## config.mk

```make
export PLATFORM = sky130hd
export DESIGN_NAME = ram_access_ctrl
export DESIGN_NICKNAME = d
export VERILOG_FILES = /design/src/rtl/ram_access_ctrl.sv
export SDC_FILE = /design/constraint.sdc
export NUM_CORES = 1
export LEC_CHECK = 0
export CAP_MARGIN = 10
export CORE_MARGIN = 10
export CORE_UTILIZATION = 40
export DETAILED_ROUTE_END_ITERATION = 8
export MAX_ROUTING_LAYER = met4
export PLACE_DENSITY = 0.73
export SLEW_MARGIN = 10
export SYNTH_ARGS = -nofsm -noshare
export SYNTH_HDL_FRONTEND = slang
export SYNTH_SLANG_ARGS = --single-unit
```

## constraint.sdc

```tcl
create_clock -name clk -period 1.5 [get_ports clk]
set_input_delay 0.3 -clock clk [delete_from_list [all_inputs] [get_ports clk]]
set_output_delay 0.3 -clock clk [all_outputs]
set_load 0.05 [all_outputs]
```

## src/rtl/ram_access_ctrl.sv

```systemverilog
// ram_access_ctrl
// Byte access initiator between a CPU-side requester and one port of the
// dual-port byte RAM. It accepts one read or write request at a time over a
// valid/ready handshake, drives the RAM port for one cycle per byte, captures
// the RAM's registered read data and returns one response per byte. Reads may
// be incrementing bursts of 1..2^LEN_W bytes, with the address wrapping at the
// top of the RAM.
//
// Ports
//   clk, rst_n          clock; synchronous active-low reset
//   req_valid/ready     request handshake
//   req_we              1 = write, 0 = read
//   req_addr            start address
//   req_wdata           write byte
//   req_len             read burst length minus 1 (ignored for writes)
//   rsp_valid/ready     response handshake
//   rsp_rdata           read byte, 0 for write acknowledges
//   rsp_last            final response of the request
//   ram_en              RAM operation enable, one cycle per byte
//   ram_r_w             0 = read, 1 = write
//   ram_addr/ram_wdata  RAM address and write data (0 while ram_en is low)
//   ram_rdata           RAM read data, registered inside the RAM
module ram_access_ctrl #(
  parameter int ADDR_W = 8,
  parameter int DATA_W = 8,
  parameter int LEN_W  = 3
) (
  input  logic              clk,
  input  logic              rst_n,
  input  logic              req_valid,
  output logic              req_ready,
  input  logic              req_we,
  input  logic [ADDR_W-1:0] req_addr,
  input  logic [DATA_W-1:0] req_wdata,
  input  logic [LEN_W-1:0]  req_len,
  output logic              rsp_valid,
  input  logic              rsp_ready,
  output logic [DATA_W-1:0] rsp_rdata,
  output logic              rsp_last,
  output logic              ram_en,
  output logic              ram_r_w,
  output logic [ADDR_W-1:0] ram_addr,
  output logic [DATA_W-1:0] ram_wdata,
  input  logic [DATA_W-1:0] ram_rdata
);

  typedef enum logic [1:0] {
    IDLE,
    ACCESS,
    CAPTURE,
    RESP
  } state_t;

  state_t state, state_nxt;

  logic              we_q;
  logic [ADDR_W-1:0] addr_q;
  logic [DATA_W-1:0] wdata_q;
  logic [LEN_W-1:0]  len_q;
  logic [LEN_W-1:0]  beat_cnt;
  logic [DATA_W-1:0] rdata_q;
  logic              last_q;

  // NOTE: reset is sampled on the clock edge (synchronous), and every
  // register here is updated with <= so all of them see pre-edge values.
  always_ff @(posedge clk) begin
    if (!rst_n) begin
      state <= IDLE;
    end else begin
      state <= state_nxt;
    end
  end

  always_ff @(posedge clk) begin
    if (!rst_n) begin
      we_q     <= 1'b0;
      addr_q   <= '0;
      wdata_q  <= '0;
      len_q    <= '0;
      beat_cnt <= '0;
      rdata_q  <= '0;
      last_q   <= 1'b0;
    end else begin
      case (state)
        IDLE: begin
          if (req_valid) begin
            we_q     <= req_we;
            addr_q   <= req_addr;
            wdata_q  <= req_wdata;
            // A write is always a single byte, whatever req_len says.
            len_q    <= req_we ? '0 : req_len;
            beat_cnt <= '0;
          end
        end
        ACCESS: begin
          // Writes skip CAPTURE, so their acknowledge is prepared here.
          if (we_q) begin
            rdata_q <= '0;
            last_q  <= 1'b1;
          end
        end
        CAPTURE: begin
          // The RAM's registered output holds the byte addressed in ACCESS.
          rdata_q <= ram_rdata;
          last_q  <= (beat_cnt == len_q);
        end
        RESP: begin
          // beat_cnt cannot overflow: the burst ends when it equals len_q.
          if (rsp_ready && !last_q) begin
            addr_q   <= addr_q + ADDR_W'(1);
            beat_cnt <= beat_cnt + LEN_W'(1);
          end
        end
        default: ;
      endcase
    end
  end

  // NOTE: every output of this block gets a default first, so no path
  // through the case statement can leave one unassigned and infer a latch.
  always_comb begin
    state_nxt = state;
    req_ready = 1'b0;
    rsp_valid = 1'b0;
    ram_en    = 1'b0;
    ram_r_w   = 1'b0;
    ram_addr  = '0;
    ram_wdata = '0;
    case (state)
      IDLE: begin
        // Not ready while reset is held, even though the state is IDLE.
        req_ready = rst_n;
        if (req_valid) state_nxt = ACCESS;
      end
      ACCESS: begin
        ram_en    = 1'b1;
        ram_r_w   = we_q;
        ram_addr  = addr_q;
        ram_wdata = wdata_q;
        state_nxt = we_q ? RESP : CAPTURE;
      end
      CAPTURE: begin
        state_nxt = RESP;
      end
      RESP: begin
        rsp_valid = 1'b1;
        if (rsp_ready) state_nxt = last_q ? IDLE : ACCESS;
      end
      default: state_nxt = IDLE;
    endcase
  end

  assign rsp_rdata = rdata_q;
  assign rsp_last  = last_q;

endmodule

```

* After elaboration in Yosys (flattened, before gate mapping)
Index checks and enable logic that the tools add are counted.
** Word-level totals
- Flip-flop bits (word level) :: 34
- Bits in latches :: 0
- Memory bits (writable) :: 0
- Memory bits (read-only) :: 0
- Input port bits :: 32
- Output and inout bits :: 29
- Logic and storage cells :: 49
- Memories :: 0
** Cells by class
- $add $sub $neg :: 2
- Multiply operators :: 0
- Div/mod/pow operators :: 0
- Order comparisons :: 0
- Eq/ne operators :: 8
- Shift operators :: 0
- Multiplexer cells :: 22
- Bitwise operators :: 0
- Reductions and logical operators :: 9
** Operators by type and width (count)
- $mux 8 :: 5
- $pmux 8 s2 :: 2
- $mux 3 :: 3
- $add 8x1->8 const B :: 1
- $ne 2x2->1 const B :: 4
- $pmux 2 s4 :: 1
- $mux 1 :: 7
- $pmux 3 s2 :: 1
- $reduce_and 2->1 :: 3
- $eq 2x2->1 const B :: 2
- $mux 2 :: 2
- $reduce_bool 2->1 :: 2
- $add 3x1->3 const B :: 1
- $eq 3x3->1 :: 1
- $reduce_and 3->1 :: 1
- $eq 2x1->1 const B :: 1
- $logic_not 2->1 :: 1
- $pmux 1 s2 :: 1
- $logic_and 1x1->1 :: 1
- $logic_not 1->1 :: 1

* Longest topological paths before layout
Gate-level depths: netlist of the first run.
- Word-level depth :: 4
- Mapped depth :: 8
- Depth with buffers taken out :: 6

* Least setup slack after synthesis of the first run
No wires, ideal clock.
- Path kind :: reg-to-output
- Start :: register state[1]
- End :: output port ram_addr[0]
- Data arrival time :: 1.778 ns
- Data required time :: 1.200 ns
- Slack :: -0.578 ns
- Cell stages (with the launch flop) :: 6
- Path buffers :: 2
- Cell sequence :: dfxtp_1 -> inv_1 -> ha_1 -> buf_2 -> clkbuf_1 -> and2_1
** On the way
- Longest elaborated chain between the ends :: 2
** Ends and longest elaborated chain
- from (decl) :: RTL line 54 : state_t state, state_nxt;
- from (signal assigned) :: RTL line 70 : state <= state_nxt;
- $eq 2x1->1 :: RTL line 129 : case (state)
- $mux 8 :: RTL line 129
- to (decl) :: RTL line 42 : output logic [ADDR_W-1:0] ram_addr,
No other way between the ends.

* Final worst setup path of the first run
- Start :: register state[0]
- End :: output port ram_wdata[2]
** On the way
- Longest elaborated chain between the ends :: 2
** Ends and longest elaborated chain
- $eq 2x1->1 :: RTL line 129
- $mux 8 :: RTL line 129
- to (decl) :: RTL line 43 : output logic [DATA_W-1:0] ram_wdata,
No other way between the ends.

==> summary.txt, run 1 <==
Status
  – Status: complete, but fails checks
  – Failing checks: negative setup slack

Synthesis
  – Synth Instances: 203
  – Post-synth top flop: dfxtp_1
  – Mapped Nets: 242
  – Post-Synth Adder-Cell Area: 0.0528
  – Synth Register Bits: 34
  – Simple-gate portion of the synthesized area: 0.240
  – Largest family of logic cells by synthesized area: simple AND/OR/NAND/NOR gates
  – Seq/Total Area, Yosys: 0.410
  – Syn. warnings: 0
  – Multiplexer share of the synthesized area: 0.0241
  – Synth Area in XOR/XNOR: 0.0211
  – Number of flops mapped to enable cells by yosys: 0
  – Count of cell types in the netlist: 37
  – Mean cell area of the mapped netlist: 8.18 um^2
  – Synth Area in Compound Gates: 0.206
  – Ys async rst share: 0
  – Post-Syn Area: 1660 um^2

Clocking
  – Clk_lat worst skew: 0.28 ns
  – CTS tree: yes
  – Worst-path clk slew: 0.07 ns
  – # hold bufs at CTS: 0
  – Sink Count: 34
  – CTS H-tree depth: 2
  – Inserted Clock Buffers: 5
  – Root Driver: clkbuf_8
  – Clk buf depth: 2

Pwr
  – Total power: 5.19 mW
  – VDD IR max: 0.00143 V
  – Leakage Power: 1.19 nW
  – PwrDens: 1690 nW/um^2

Critical path
  – Critical Path Source Type: flip-flop
  – Critical-path cell list: buf_6 -> ha_4 -> buf_12 -> and2_4 -> buf_12
  – Critical Path Sink Type: primary output
  – Worst Path Max Fanout: 5
  – Top delay family on crit path: buffers and inverters
  – Crit path required time: 1.20 ns
  – Worst path max stage delay: 0.35 ns
  – WP data arrival: 1.39 ns
  – Worst path slowest cell: dfxtp_4
  – WP buf/inv: 3
  – Worst path most repeated cell: buf_12
  – WS Path Type: flip-flop to primary output

Floorplan
  – Die ar.: 7130 um^2
  – Placement Rows: 23
  – Core footprint: 4000 um^2
  – Die Y: 84.4 um
  – # IOs: 61
  – Initial Util: 0.415
  – Die width: 84.4 um

STA
  – Worst-margin pin slew: 0.410 ns
  – Crit path time final: 1.69 ns
  – Relative slew margins: 0.726
  – WHS: 0.456 ns
  – Count of final hold-check violations: 0
  – Final period util: 1.13
  – Fmax: 591 MHz
  – Worst clock skew: 0.00455 ns
  – RSZ-0062 raised after global routing: yes
  – Fin worst setup slack: -0.192 ns
  – Slew Limit Fails: 0
  – Final setup vio count: 35

Routing
  – WL final: 5.40 mm
  – DRC: 0
  – Vias after detailed routing: 1,748
  – Antenna-violating nets left: 0
  – DRT iter0 DRCs: 120
  – Via density: 5.25
  – Detail-routed net length per standard cell: 16.2 um
  – DRT Pass-1 Iters: 4

GRT
  – Global-route wire length before repair: 8.65 mm
  – Total global-route track usage: 0.149
  – Pin count of the biggest net entering global routing: 25
  – Initial antenna violation count: 0
  – Grt ovf: 0
  – Vias in the first global route: 1,782

Placed design
  – Placer congestion estimate: 0.895
  – Cell Area, Placed: 2800 um^2
  – DP HPWL: 3.82 mm
  – Placed cells: 318
  – Port bufs: 60

Layout
  – Share of cells above drive strength 1: 0.346
  – Most common cell after layout, fill and taps aside: buf_12
  – N_diodes: 0
  – Leading cell types in the layout, fill and taps excluded: buf_12, dfxtp_1, clkdlybuf4s50_1, nand2_1
  – Finished Cell Area: 3070 um^2
  – Post-Layout Cell Count: 333
  – Area growth syn-to-layout: 84.7%
  – Post-layout nets: 322
  – Final Core Density: 0.767

Job
  – Max_cap viols: 0

Worst hold path
  – Worst Hold Class: flip-flop to flip-flop
==> worst register-to-register path: cells and delay by family, from the launching register on <==
family,cells,cell delay [ns]
adders and majority gates,1,0.15
buffers and inverters,3,0.26
AOI/OAI and AO/OA,2,0.34
DFF,1,0.36
and+or+nand+nor,1,0.32
muxes,1,0.18
==> power breakdown <==
part / internal, mW / switching (mW)
sequential: 1.12 / 0.212
combinational: 1.65 / 1.56
clock: 0.311 / 0.329
==> final timing paths <==
check | start | slack (ns) | cells after the start | to
hold reg to reg | wdata_q[4] | 0.46 | 2 | wdata_q[4]
setup / recovery | state[0] | -0.19 | 5 | ram_wdata[2]
hold / removal | wdata_q[4] | 0.46 | 2 | wdata_q[4]
setup reg to reg | state[0] | -0.16 | 8 | beat_cnt[2]
==> metal layers <==
layer  global-route usage  vias to the layer above  routed length [um]
met5                    -                        -                   0
met4               0.0344                        0                  40
met3               0.0522                        7                 319
met2                0.265                       49                2890
met1                0.154                      832                2150
li1                     -                      860                   -
==> through the flow <==
| step | TNS [ns] | setup slack [ns] |
|---|---|---|
| final | -4.21 | -0.192 |
| after global routing | -6.31 | -0.225 |
| after CTS | -4.62 | -0.201 |
| after detailed placement | -1.33 | -0.137 |
| after global placement | -0.740 | -0.0951 |
| after floorplan | -0.0346 | -0.0346 |
==> sequential cells by signal (all words and copies together), names as in the netlist <==
register and flops:
len_q 3, state 2, addr_q 8, rsp_rdata 8, rsp_last 1, wdata_q 8, we_q 1, beat_cnt 3
==> timing repair <==
action | CTS | global route
gates cloned | 1 | 0
resized for setup | 25 | 8
buffers inserted | 6 | 1
endpoints found under the setup margin | 31 | 42
pin swaps | 18 | 4
==> cell type report <==
| type | instances | area [um^2] |
|---|---|---|
| inverter | 7 | 31.3 |
| clock inverter | 2 | 10.0 |
| multi-input combinational | 151 | 1040 |
| sequential | 34 | 686 |
| tap | 50 | 62.6 |
| fill | 256 | 933 |
| timing repair buffer | 84 | 1160 |
| clock buffer | 5 | 68.8 |
==> kinds of logic (layout without fill, tap and decap cells) <==
family	after synthesis	after routing
and+or+nand+nor	82	82
AOI/OAI and AO/OA	54	54
DFF	34	34
buffers and inverters	18	98
adders and majority gates	7	7
xor gates and xnor gates	4	4
muxes	4	4
==> cells in the mapped netlist (2+ instances only) <==
cell type	number	area, um^2
nor3_1	2	10.0
dfxtp_1	34	681
nand4_1	2	12.5
nor2_1	13	48.8
xnor2_1	4	35.0
o2bb2ai_1	2	17.5
inv_1	6	22.5
clkbuf_1	7	26.3
buf_2	3	15.0
o21ai_1	2	10.0
o21ai_0	6	30.0
nand3_1	6	30.0
ha_1	7	87.6
a211oi_1	3	22.5
nand2_1	30	113
and2_1	21	131
o22ai_1	2	12.5
a22oi_1	8	60.1
a21oi_1	21	105
nand2b_1	2	12.5
nand3b_1	3	22.5
mux2i_1	4	40.0
Note: power is estimated with default switching activity, not from simulation.
==> inputs of run 2 (changes only) <==
Settings changed: CAP_MARGIN 10 to 30, REMOVE_ABC_BUFFERS set to 1.
==> run 2 against run 1 <==
The run still ends with negative setup slack left. Sequential share of layout area decreased by 0.064 points. Critical path type unchanged. Non-clock buffer count shrank 2. Worst setup slack gained 0.017 ns. Largest power group unchanged. Largest cell class unchanged.
==> summary.txt, run 2 (synthesis gave the netlist of run 1 again) <==
Critical path
  – Reg2Reg Launch Point: state[0]
  – Critical Path Sink Type: primary output
  – WS Path Type: flip-flop to primary output
  – Critical Path Source Type: flip-flop
  – WP data arrival: 1.38 ns
  – Critical Path Source: state[0]
  – Top delay family on crit path: buffers and inverters
  – Worst path max stage delay: 0.36 ns
  – WP buf/inv: 3
  – Worst Path Max Fanout: 9
  – Worst path slowest cell: dfxtp_4
  – Critical-path cell list: buf_6 -> ha_4 -> buf_8 -> and2_4 -> buf_12
  – Crit path required time: 1.20 ns

Pwr
  – VDD IR max: 0.00113 V
  – Leakage Power: 1.18 nW
  – PwrDens: 1690 nW/um^2
  – Total power: 5.21 mW

Worst hold path
  – Worst hold start: wdata_q[0]
  – Worst Hold Class: flip-flop to flip-flop

Layout
  – Post-Layout Cell Count: 333
  – Finished Cell Area: 3080 um^2
  – Fill cell count: 258
  – Sequential Area: 686 um^2
  – Share of cells above drive strength 1: 0.350
  – Most common cell after layout, fill and taps aside: buf_12
  – N_diodes: 0
  – Post-layout nets: 321
  – Final Core Density: 0.769
  – Area of the multi-input gates: 1060 um^2
  – Area growth syn-to-layout: 85.2%
  – Leading cell types in the layout, fill and taps excluded: buf_12, dfxtp_1, clkdlybuf4s50_1, nand2_1, a21oi_1

GRT
  – Pin count of the biggest net entering global routing: 25
  – Grt ovf: 0
  – Initial antenna violation count: 0
  – Total global-route track usage: 0.142
  – Vias in the first global route: 1,776
  – Global-route wire length before repair: 8.27 mm

Placed design
  – Port bufs: 60
  – DP HPWL: 3.68 mm
  – Cell Area, Placed: 2750 um^2
  – Placer congestion estimate: 0.860
  – Placed cells: 320

Routing
  – Detail-routed net length per standard cell: 16.7 um
  – WL final: 5.56 mm
  – Via density: 5.36
  – DRT Pass-1 Iters: 4
  – DRC: 0
  – Antenna-violating nets left: 0
  – DRT iter0 DRCs: 92
  – Vias after detailed routing: 1,785

STA
  – Final period util: 1.12
  – Worst clock skew: 0.00758 ns
  – Crit path time final: 1.68 ns
  – Worst-margin pin slew: 0.282 ns
  – Relative slew margins: 0.811
  – Count of final hold-check violations: 0
  – RSZ-0062 raised after global routing: yes
  – Fin worst setup slack: -0.175 ns
  – Final setup vio count: 23
  – Fmax: 597 MHz
  – Slew Limit Fails: 0

Floorplan
  – Die width: 84.4 um
  – Core footprint: 4000 um^2
  – Die Y: 84.4 um
  – # IOs: 61
  – Initial Util: 0.415
  – Die ar.: 7130 um^2
  – Placement Rows: 23

Clocking
  – # hold bufs at CTS: 0
  – Inserted Clock Buffers: 5
  – Root Driver: clkbuf_8
  – Clk_lat worst skew: 0.29 ns
  – CTS H-tree depth: 2
  – Sink Count: 34
  – Clk buf depth: 2
  – CTS tree: yes
  – Worst-path clk slew: 0.07 ns

Job
  – Max_cap viols: 0

Status
  – Status: complete, but fails checks
  – Failing checks: negative setup slack
## run 2: cell types whose count changed in the layout (fill, tap and decap cells not counted), sizes merged
cell,change
clkbuf,+3
buf,-3
o21ai,+1
clkinv,-1
## run 2: worst paths after layout
kind / endpoint / slack [ns] / cells past startpoint
setup reg to reg: beat_cnt[2] / -0.04 / 6
hold / removal: wdata_q[0] / 0.45 / 2
hold reg to reg: wdata_q[0] / 0.45 / 2
setup / recovery: ram_addr[5] / -0.18 / 5
## run 2: area by class of cell
type / instances / area share
Clock buffer: 7 / 0.0281
Clock inverter: 1 / 0.00163
Inverter: 7 / 0.00936
Multi-Input combinational cell: 152 / 0.345
Sequential cell: 34 / 0.223
Tap cell: 50 / 0.0203
Timing Repair Buffer: 82 / 0.373
## run 2: where the power goes
| group | switching (mW) | internal, mW | total (mW) |
|---|---|---|---|
| registers | 0.221 | 1.12 | 1.35 |
| clock network | 0.328 | 0.370 | 0.698 |
| logic | 1.58 | 1.59 | 3.17 |
## run 2: metal layers
metal,track usage,part of all wire,vias up
li1,-,-,864
met1,0.150,0.43,827
met2,0.248,0.48,77
met3,0.0531,0.075,17
met4,0.0314,0.016,0
met5,-,0,-
## run 2: metrics by stage
stage / TNS, ns / setup WS [ns] / hold slack (ns)
after floorplan: -17.57 / -0.732 / 0.432
after global placement: -0.986 / -0.110 / 0.436
after detailed placement: -2.25 / -0.189 / 0.441
after CTS: -2.63 / -0.147 / 0.456
after global routing: -4.08 / -0.195 / 0.468
final: -3.22 / -0.175 / 0.453
## run 2: timing repair
| item | in CTS | in global routing |
|---|---|---|
| resized for setup | 31 | 19 |
| endpoints found under the setup margin | 39 | 43 |
| gates cloned | 0 | 2 |
| buffers inserted | 2 | 1 |
| pin swaps | 10 | 6 |
## run 2: worst reg2reg max path, stage by stage (launching register included)
cell and delay, ns:
dfxtp_4 0.37, inv_2 0.06, ha_4 0.17, mux2i_4 0.20, a21o_4 0.22, or3_1 0.33
a21oi_1 0.13
